--- src/rtl/core_pkg.sv ---
// Shared definitions for the issue stage: issue FSM states and register-file geometry.
package core_pkg;

    localparam int REG_ADDR_W    = 5;
    localparam int NUM_ARCH_REGS = 32;

    typedef enum logic [1:0] {
        ST_RUN,
        ST_WAIT_CTRL,
        ST_FLUSH
    } issue_state_e;

endpackage

--- src/rtl/reg_scoreboard.sv ---
// Pending-write bit per architectural register, with set-over-clear priority and x0 hardwired clear.
// With ISSUE_CTRL_WB_BYPASS_EN defined, a same-cycle writeback hides its register from the lookups.
module reg_scoreboard
    import core_pkg::*;
#(
    parameter int NUM_REGS = NUM_ARCH_REGS
) (
    input  logic                  clk,
    input  logic                  rst_n,
    input  logic                  set_en_i,
    input  logic [REG_ADDR_W-1:0] set_addr_i,
    input  logic                  clr_en_i,
    input  logic [REG_ADDR_W-1:0] clr_addr_i,
    input  logic [REG_ADDR_W-1:0] rs1_addr_i,
    input  logic [REG_ADDR_W-1:0] rs2_addr_i,
    input  logic [REG_ADDR_W-1:0] rd_addr_i,
    output logic                  rs1_pend_o,
    output logic                  rs2_pend_o,
    output logic                  rd_pend_o,
    output logic [NUM_REGS-1:0]   sb_o
);

    logic [NUM_REGS-1:0] r_sb;
    logic [NUM_REGS-1:0] w_set_vec;
    logic [NUM_REGS-1:0] w_clr_vec;
    logic [NUM_REGS-1:0] w_sel_rs1;
    logic [NUM_REGS-1:0] w_sel_rs2;
    logic [NUM_REGS-1:0] w_sel_rd;
    logic [NUM_REGS-1:0] w_live;

    // Bit 0 is never set, so with a zero reset it stays zero forever.
    generate
        for (genvar gi = 0; gi < NUM_REGS; gi++) begin : g_bit
            assign w_set_vec[gi] = (gi != 0) && set_en_i && (set_addr_i == REG_ADDR_W'(gi));
            assign w_clr_vec[gi] = clr_en_i && (clr_addr_i == REG_ADDR_W'(gi));
            assign w_sel_rs1[gi] = (rs1_addr_i == REG_ADDR_W'(gi));
            assign w_sel_rs2[gi] = (rs2_addr_i == REG_ADDR_W'(gi));
            assign w_sel_rd[gi]  = (rd_addr_i  == REG_ADDR_W'(gi));
        end
    endgenerate

`ifdef ISSUE_CTRL_WB_BYPASS_EN
    assign w_live = r_sb & ~w_clr_vec;
`else
    assign w_live = r_sb;
`endif

    always_ff @(posedge clk or negedge rst_n) begin
        if (!rst_n) begin
            r_sb <= '0;
        end else begin
            r_sb <= (r_sb & ~w_clr_vec) | w_set_vec;
        end
    end

    assign rs1_pend_o = |(w_live & w_sel_rs1);
    assign rs2_pend_o = |(w_live & w_sel_rs2);
    assign rd_pend_o  = |(w_live & w_sel_rd);
    assign sb_o       = r_sb;

endmodule

--- src/rtl/issue_ctrl.sv ---
// Issue gate: blocks RAW/WAW hazards against reg_scoreboard and holds issue across branches/jumps,
// flushing for FLUSH_CYCLES after a taken redirect. Optional macro: ISSUE_CTRL_WB_BYPASS_EN.
module issue_ctrl
    import core_pkg::*;
#(
    parameter int FLUSH_CYCLES = 2,
    parameter int NUM_REGS     = NUM_ARCH_REGS
) (
    input  logic                  clk,
    input  logic                  rst_n,
    input  logic                  dec_valid_i,
    input  logic [REG_ADDR_W-1:0] rs1_addr_i,
    input  logic [REG_ADDR_W-1:0] rs2_addr_i,
    input  logic [REG_ADDR_W-1:0] rd_addr_i,
    input  logic                  uses_rs1_i,
    input  logic                  uses_rs2_i,
    input  logic                  reg_write_en_i,
    input  logic                  branch_i,
    input  logic                  jump_i,
    input  logic                  issue_ready_i,
    input  logic                  wb_valid_i,
    input  logic [REG_ADDR_W-1:0] wb_rd_i,
    input  logic                  resolve_valid_i,
    input  logic                  resolve_taken_i,
    output logic                  issue_valid_o,
    output logic                  dec_ready_o,
    output logic                  stall_o,
    output logic                  flush_o,
    output logic [NUM_REGS-1:0]   scoreboard_o
);

    issue_state_e r_state;
    logic [3:0]   r_flush_cnt;
    logic         r_flush;

    logic w_rs1_pend;
    logic w_rs2_pend;
    logic w_rd_pend;
    logic w_hazard;
    logic w_issue_valid;
    logic w_fire;

    reg_scoreboard #(
        .NUM_REGS (NUM_REGS)
    ) u_sb (
        .clk        (clk),
        .rst_n      (rst_n),
        .set_en_i   (w_fire && reg_write_en_i),
        .set_addr_i (rd_addr_i),
        .clr_en_i   (wb_valid_i),
        .clr_addr_i (wb_rd_i),
        .rs1_addr_i (rs1_addr_i),
        .rs2_addr_i (rs2_addr_i),
        .rd_addr_i  (rd_addr_i),
        .rs1_pend_o (w_rs1_pend),
        .rs2_pend_o (w_rs2_pend),
        .rd_pend_o  (w_rd_pend),
        .sb_o       (scoreboard_o)
    );

    // x0 never reads as pending, so address-zero operands drop out of the hazard naturally.
    assign w_hazard = dec_valid_i && ((uses_rs1_i && w_rs1_pend) ||
                                      (uses_rs2_i && w_rs2_pend) ||
                                      (reg_write_en_i && w_rd_pend));

    assign w_issue_valid = dec_valid_i && (r_state == ST_RUN) && !w_hazard;
    assign w_fire        = w_issue_valid && issue_ready_i;

    always_ff @(posedge clk or negedge rst_n) begin
        if (!rst_n) begin
            r_state     <= ST_RUN;
            r_flush_cnt <= '0;
            r_flush     <= 1'b0;
        end else begin
            case (r_state)
                ST_RUN: begin
                    if (w_fire && (branch_i || jump_i)) begin
                        r_state <= ST_WAIT_CTRL;
                    end
                end
                ST_WAIT_CTRL: begin
                    if (resolve_valid_i) begin
                        if (resolve_taken_i) begin
                            r_state     <= ST_FLUSH;
                            r_flush_cnt <= 4'(FLUSH_CYCLES);
                            r_flush     <= 1'b1;
                        end else begin
                            r_state <= ST_RUN;
                        end
                    end
                end
                ST_FLUSH: begin
                    if (r_flush_cnt == 4'd1) begin
                        r_state     <= ST_RUN;
                        r_flush_cnt <= '0;
                        r_flush     <= 1'b0;
                    end else begin
                        r_flush_cnt <= r_flush_cnt - 4'd1;
                    end
                end
                default: begin
                    r_state     <= ST_RUN;
                    r_flush_cnt <= '0;
                    r_flush     <= 1'b0;
                end
            endcase
        end
    end

    assign issue_valid_o = w_issue_valid;
    assign dec_ready_o   = w_fire;
    assign stall_o       = dec_valid_i && !w_fire;
    assign flush_o       = r_flush;

endmodule

--- config.mk ---
export PLATFORM = sky130hd
export DESIGN_NAME = issue_ctrl
export DESIGN_NICKNAME = d
export VERILOG_FILES = /design/src/rtl/core_pkg.sv /design/src/rtl/reg_scoreboard.sv /design/src/rtl/issue_ctrl.sv
export SDC_FILE = /design/constraint.sdc
export NUM_CORES = 1
export LEC_CHECK = 0
export ABC_AREA = 0
export BUFFER_PORTS_ARGS = -buffer_cell sky130_fd_sc_hd__buf_2
export CAP_MARGIN = 20
export CORE_MARGIN = 1.5
export CORE_UTILIZATION = 36
export CTS_CLUSTER_DIAMETER = 200
export DETAILED_ROUTE_END_ITERATION = 10
export PLACE_DENSITY_LB_ADDON = 0.1
export RECOVER_POWER = 100
export SLEW_MARGIN = 40
export SYNTH_ARGS = -nofsm -noshare
export SYNTH_HDL_FRONTEND = slang
export SYNTH_SLANG_ARGS = --single-unit
--- constraint.sdc ---
create_clock -name clk -period 2.1 [get_ports clk]
set_input_delay 0.21 -clock clk [delete_from_list [all_inputs] [get_ports clk]]
set_output_delay 0.21 -clock clk [all_outputs]
set_load 0.01 [all_outputs]
==> results of run 1 <==
## power by group through the flow
stage	sequential, mW	clock, mW	combinational, mW
finish	1.04	0.640	1.58
global route	1.05	0.675	1.70
detailed placement	1.05	0	1.33
CTS	1.03	0.654	1.50
global placement	1.05	0	1.32
floorplan	1.04	0	0.619
## worst paths after layout
check	from	end	slack, ns	cells past startpoint
worst min-delay path	resolve_taken_i	flush_o	0.23	3
worst max register to register	u_sb.sb_o[31]	u_sb.sb_o[20]	-0.34	10
max in group asynchronous	rst_n	u_sb.sb_o[5]	0.41	3
worst min register to register	r_flush_cnt[3]	r_flush_cnt[3]	0.50	1
worst max-delay path	u_sb.sb_o[31]	stall_o	-0.42	10
min in group asynchronous	rst_n	flush_o	0.73	2
## kinds of logic (layout without fill, tap and decap cells)
kind of cell	count (synthesis)	count (layout)
AOI/OAI and AO/OA	124	124
muxes	20	20
adders and majority gates	5	5
and+or+nand+nor	123	123
DFF	39	39
buffers and inverters	34	189
## synthesized netlist by cell type, types with 5 or more instances
cell / n / area (um^2)
nor2b_1: 7 / 43.79
o41ai_1: 15 / 131.4
o21ai_2: 7 / 61.31
o21ai_1: 8 / 40.04
a21oi_1: 9 / 45.04
o31ai_1: 6 / 45.04
nand2b_1: 9 / 56.30
o21ai_0: 41 / 205.2
clkbuf_1: 6 / 22.52
a31oi_1: 7 / 43.79
nand3b_1: 12 / 90.09
nand2_1: 20 / 75.07
mux2i_1: 11 / 110.1
nor3b_1: 6 / 45.04
ha_1: 5 / 62.56
nand3_1: 17 / 85.08
nand4b_1: 5 / 43.79
nor2_1: 12 / 45.04
dfrtp_1: 39 / 975.9
and3b_1: 5 / 43.79
inv_1: 10 / 37.54
buf_2: 14 / 70.07
## per-stage QoR
step	std cells	power, mW
final	605	3.267
after global routing	605	3.422
after CTS	603	3.189
after detailed placement	586	2.380
after global placement	586	2.373
after floorplan	345	1.655
## layout by cell type (no fill, tap or decap), types with 4 or more instances in the layout
cell / Yosys / routed
a21oi_1: 9 / 8
a31oi_1: 7 / 7
and3b_1: 5 / 5
buf_12: 0 / 4
buf_2: 14 / 56
buf_4: 0 / 80
buf_6: 3 / 5
clkbuf_1: 6 / 16
clkbuf_4: 0 / 6
clkbuf_8: 0 / 5
dfrtp_1: 39 / 36
ha_1: 5 / 5
inv_1: 10 / 10
mux2i_1: 11 / 11
nand2_1: 20 / 20
nand2b_1: 9 / 9
nand3_1: 17 / 16
nand3b_1: 12 / 12
nand4_1: 4 / 4
nand4b_1: 5 / 5
nor2_1: 12 / 12
nor2b_1: 7 / 7
nor3b_1: 6 / 6
o21ai_0: 41 / 39
o21ai_2: 7 / 16
o31ai_1: 6 / 4
o41ai_4: 0 / 13
## tightest hold or removal path, delay by kind of cell
| kind | cells | cell delay [ns] |
|---|---|---|
| buf+inv | 1 | 0.10 |
| compound gates | 2 | 0.18 |
## cell type report
type / count / share of cell area [%]
sequential: 39 / 20.74
multi-input combinational: 272 / 49.03
clock inverter: 3 / 0.9272
inverter: 11 / 0.8742
timing repair buffer: 170 / 24.19
tap: 105 / 2.781
clock buffer: 5 / 1.457
## flip-flops by register name (all words and copies together) (netlist names)
signal       cells
r_flush_cnt      4
r_state          2
u_sb.sb_o       32
flush_o          1
## what timing repair did
item	4_1_cts	5_1_grt
setup endpoints to repair	36	36
gates resized for setup	38	33
hold endpoints to repair	20	0
pin swaps	23	9
gates cloned	1	0
hold buffers	1	0
setup buffers	7	4
## per-layer routing
| layer | share of wire (%) | vias up |
|---|---|---|
| met5 | 0 | - |
| met4 | 2.6 | 0 |
| met3 | 6.2 | 24 |
| met2 | 48 | 146 |
| met1 | 43 | 1782 |
| li1 | - | 1659 |
==> impl_metrics.ini, run 1 <==
[run_status]
status = finished, violations left
violations = setup timing

[yosys]
async_flop_share_pct = 100.0
synthAdderAreaFrac_pct = 2.042
synth_xor_area_share_pct = 0
syn_inst = 345
synth_ff_type = dfrtp_1
yosys.area_share.simple_pct = 24.31
synthesis.nets = 382
syn_avg_cell_area_um2 = 8.878
yosysWarnings = 0
yosysSeqAreaShare_pct = 31.86
yosys_register_bits = 39
synth.area.mux_share_pct = 8.252
synth_edf_count = 0
synth_top_family_by_area = compound AO/OA/AOI/OAI gates
synth-compound-area-share_pct = 28.06
syn_area_mm2 = 0.003063
synth_cell_type_count = 61

[routing]
wl_um = 12820
drc = 0
drt-wirelength-per-cell_um = 21.19
dr_total_vias = 3611
drtPass1Iterations = 4
routed_via_density = 5.969
drtIter0Drc = 175
ant_nets = 0

[timing]
hold_viol = 0
timing.final.ws_setup_ns = -0.4249
slew_headroom_pct = 11.52
hold_ws_ns = 0.2289
rsz0062_at_grt = true
max_freq_ghz = 0.3961
fin_crit_ns = 2.525
skew_ns = 0.01163
slew_viol_final = 0
setup_violations = 35
tightest_slew_ns = 1.327
tns_ns = -9.961
finalCritPeriodShare_pct = 120.2

[clock_tree]
cts.reportedPaths.clkPinSlew_ns = 0.08
worstSkewPairLatency_ns = 0.30
cts_buffers = 5
cts_tree = done
cts_buffer_depth = 2
cts.sinks = 39
htree_levels = 2
cts-root-buf = clkbuf_8

[power]
p_leak_nw = 2.235
clockPowerShare_pct = 19.6
swShare_pct = 39.14
p_comb_share_pct = 48.5
p_int_mw = 1.988
powerDensity_mw_per_mm2 = 691.6
p_sw_mw = 1.279
pwr-share-seq_pct = 31.9
vdd_drop_max_mv = 0.3467

[die]
initial_core_util_pct = 37.28
die_area_mm2 = 0.009071
die_w_um = 95.24
rows = 33
ios = 68
core_region_area_mm2 = 0.008217
die_h_um = 95.24

[worst_setup_path]
worst-path-buf-inv = 3
cp_max_fo = 3
crit_path_end_kind = output port
critical_path.top_delay_family = compound AO/OA/AOI/OAI gates
max_stage_delay_ns = 0.44
path_cells = buf_6 > mux2_4 > a22oi_2 > o22ai_2 > o41ai_4 > a2bb2oi_2 > buf_4 > and3_4 > nor2b_1 > buf_2
start_kind = flip-flop
path_class = reg2out
required_ns = 1.89
cp_slowest_cell = dfrtp_1
arrival_ns = 2.31

[grt]
grt_pass1_wl_um = 19020
use_met3_pct = 5.024
grt_pass1_vias = 3484
antenna_found_initial = 0
met1_usage_pct = 38.24
grt_remaining_overflow = 0
use_met2_pct = 46.87
grt_usage_pct = 28.73
grt_max_degree = 23
grt-busiest-layer = met2

[placed_design]
place_area_mm2 = 0.004131
place_ws_ns = -0.3328
routabilityCongestion = 0.8718
hpwl_um = 9574
portBuffers = 67

[layout]
multi_input_area_mm2 = 0.002316
final_core_util_pct = 57.48
synthToLayoutAreaGrowth_pct = 54.21
diodes = 0
nFillCells = 757
fin_nets = 536
drive_gt1_share_pct = 45.60
seq_area_um2 = 979.7
final_area_mm2 = 0.004723

[run]
max_cap_viol_count = 0

[hold_path]
hold_class = in2reg
(Power assumes the default switching activity.)
==> inputs of run 2 (changes only) <==
clock period = 3.1 ns   (was 2.1 ns; I/O delays follow)
==> run 2 against run 1 <==
The run ends with capacitance limit, slew limit left. First-iteration DRC count increased by 14%. Design area decreased by 27%. Die area is the same. Combinational power decreased by 60%. Register-to-register slack better by 0.64 ns. Wire length fell by 15%. Core utilization shrank 16 points. Critical path depth down 2. Critical endpoint unchanged. Largest cell class unchanged. Largest power group is now sequential cells.
==> impl_metrics.ini, run 2 (synthesized netlist as in run 1, its figures left out) <==
[run_status]
status = finished, violations left
violations = capacitance limit, slew limit

[clock_tree]
post_cts_resized = 0
cts.reportedPaths.clkPinSlew_ns = 0.08
htree_levels = 2
cts.sinks = 39
cts_tree = done
post_cts_buffers = 0
cts_buffer_depth = 2
ctsHoldBuffers = 0
cts_buffers = 5
cts-root-buf = clkbuf_8
worstSkewPairLatency_ns = 0.29

[routing]
routed_via_density = 6.265
drt-wirelength-per-cell_um = 21.47
wl_um = 10860
ant_nets = 0
drc = 0
drtPass1Iterations = 5
dr_total_vias = 3170
drtIter0Drc = 200

[power]
powerDensity_mw_per_mm2 = 496.4
pwr-share-seq_pct = 42.7
total_power_mw = 1.709
vdd_drop_max_mv = 0.1750
p_comb_share_pct = 37.1
p_int_mw = 0.9879
clockPowerShare_pct = 20.2
p_leak_nw = 1.332
swShare_pct = 42.18
p_sw_mw = 0.7206

[grt]
antenna_found_initial = 0
grt_pass1_vias = 2865
grt_max_degree = 40
grt_usage_pct = 24.66
grt_pass1_wl_um = 16680
grt_remaining_overflow = 0

[die]
die_h_um = 95.24
ios = 68
die_area_mm2 = 0.009071
die_w_um = 95.24
rows = 33
core_region_area_mm2 = 0.008217
initial_core_util_pct = 37.28

[hold_path]
hold_class = in2reg
min_from = resolve_taken_i

[worst_setup_path]
path_class = reg2out
start_kind = flip-flop
reg2regPathDepth = 8
arrival_ns = 2.54
cp_max_fo = 5
crit_path_end_kind = output port
startpoint = u_sb.sb_o[18]
r2r_slack_ns = 0.30
worstReg2RegStart = u_sb.sb_o[18]
endpoint = stall_o
worstReg2RegEnd = u_sb.sb_o[13]
required_ns = 2.79

[placed_design]
routabilityCongestion = 0.8734
place_inst = 498
hpwl_um = 8110
place_area_mm2 = 0.003436
portBuffers = 67
place_ws_ns = 0.2925

[layout]
diodes = 0
seq_area_um2 = 975.9
final_core_util_pct = 41.89
final_common_cell = o21ai_0
final_cell_mix = o21ai_0 (54), dfrtp_1 (39), clkbuf_1 (37)
drive_gt1_share_pct = 14.96
multi_input_area_mm2 = 0.001891
final_area_mm2 = 0.003442
nFillCells = 896
synthToLayoutAreaGrowth_pct = 12.38
largest_reg_flops = 32
fin_cells = 506
fin_nets = 437

[timing]
rsz0062_at_grt = false
setup_violations = 0
tns_ns = 0
hold_ws_ns = 0.3382
finalCritPeriodShare_pct = 91.87
slew_viol_final = 40
hold_viol = 0
max_freq_ghz = 0.3511
timing.final.ws_setup_ns = 0.2522
tightest_slew_ns = 2.153
fin_crit_ns = 2.848
slew_headroom_pct = -43.54
skew_ns = 0.007776

[run]
max_cap_viol_count = 1
==> run 2: changes by cell type in the layout (fill, tap and decap cells not counted), moves of 3 or more <==
cell,delta
clkbuf_4,-6
buf_6,-5
o41ai_1,+15
o41ai_4,-13
buf_2,-24
o21ai_2,-15
buf_12,-4
buf_4,-77
o21ai_0,+15
dfrtp_2,-3
dfrtp_1,+3
clkbuf_1,+21
==> run 2: worst min path at each step <==
stage                           to  cells after the start  slack, ns
global route               flush_o                      3       0.36
finish                     flush_o                      3       0.34
floorplan                  flush_o                      0       0.01
global placement    r_flush_cnt[3]                      1       0.48
detailed placement   u_sb.sb_o[31]                      1       0.33
CTS                  u_sb.sb_o[12]                      1       0.01
==> run 2: power by group through the flow <==
stage | clock network (mW) | registers, mW | logic (mW)
final | 0.345 | 0.730 | 0.634
after global routing | 0.385 | 0.741 | 0.710
after CTS | 0.352 | 0.726 | 0.660
after detailed placement | 0 | 0.737 | 0.657
after global placement | 0 | 0.735 | 0.655
after floorplan | 0 | 0.701 | 0.419
==> run 2: final cells by class <==
cell class | instances | area share, %
multi-input cells | 272 | 54.93
well taps | 105 | 3.817
flip-flops and latches | 39 | 28.35
clock inverters | 2 | 0.3635
repair buffers | 71 | 9.233
clock buffers | 6 | 2.108
inverters | 11 | 1.200
==> run 2: metal layers <==
layer  global-route usage [%]  routed length (um)  vias to the layer above
li1                         -                   -                     1452
met1                    36.51                5023                     1568
met2                    37.65                5074                      135
met3                    3.270                 659                       15
met4                    5.970                 106                        0
met5                        0                   0                        -
==> run 2: worst max-delay path, stage by stage (launching register included) <==
cell       delay, ns
dfrtp_1         0.46
mux2_4          0.30
a2bb2oi_2       0.13
o22ai_1         0.09
o41ai_2         0.40
a2bb2oi_1       0.43
and3_1          0.27
nor2b_1         0.05
clkbuf_1        0.12
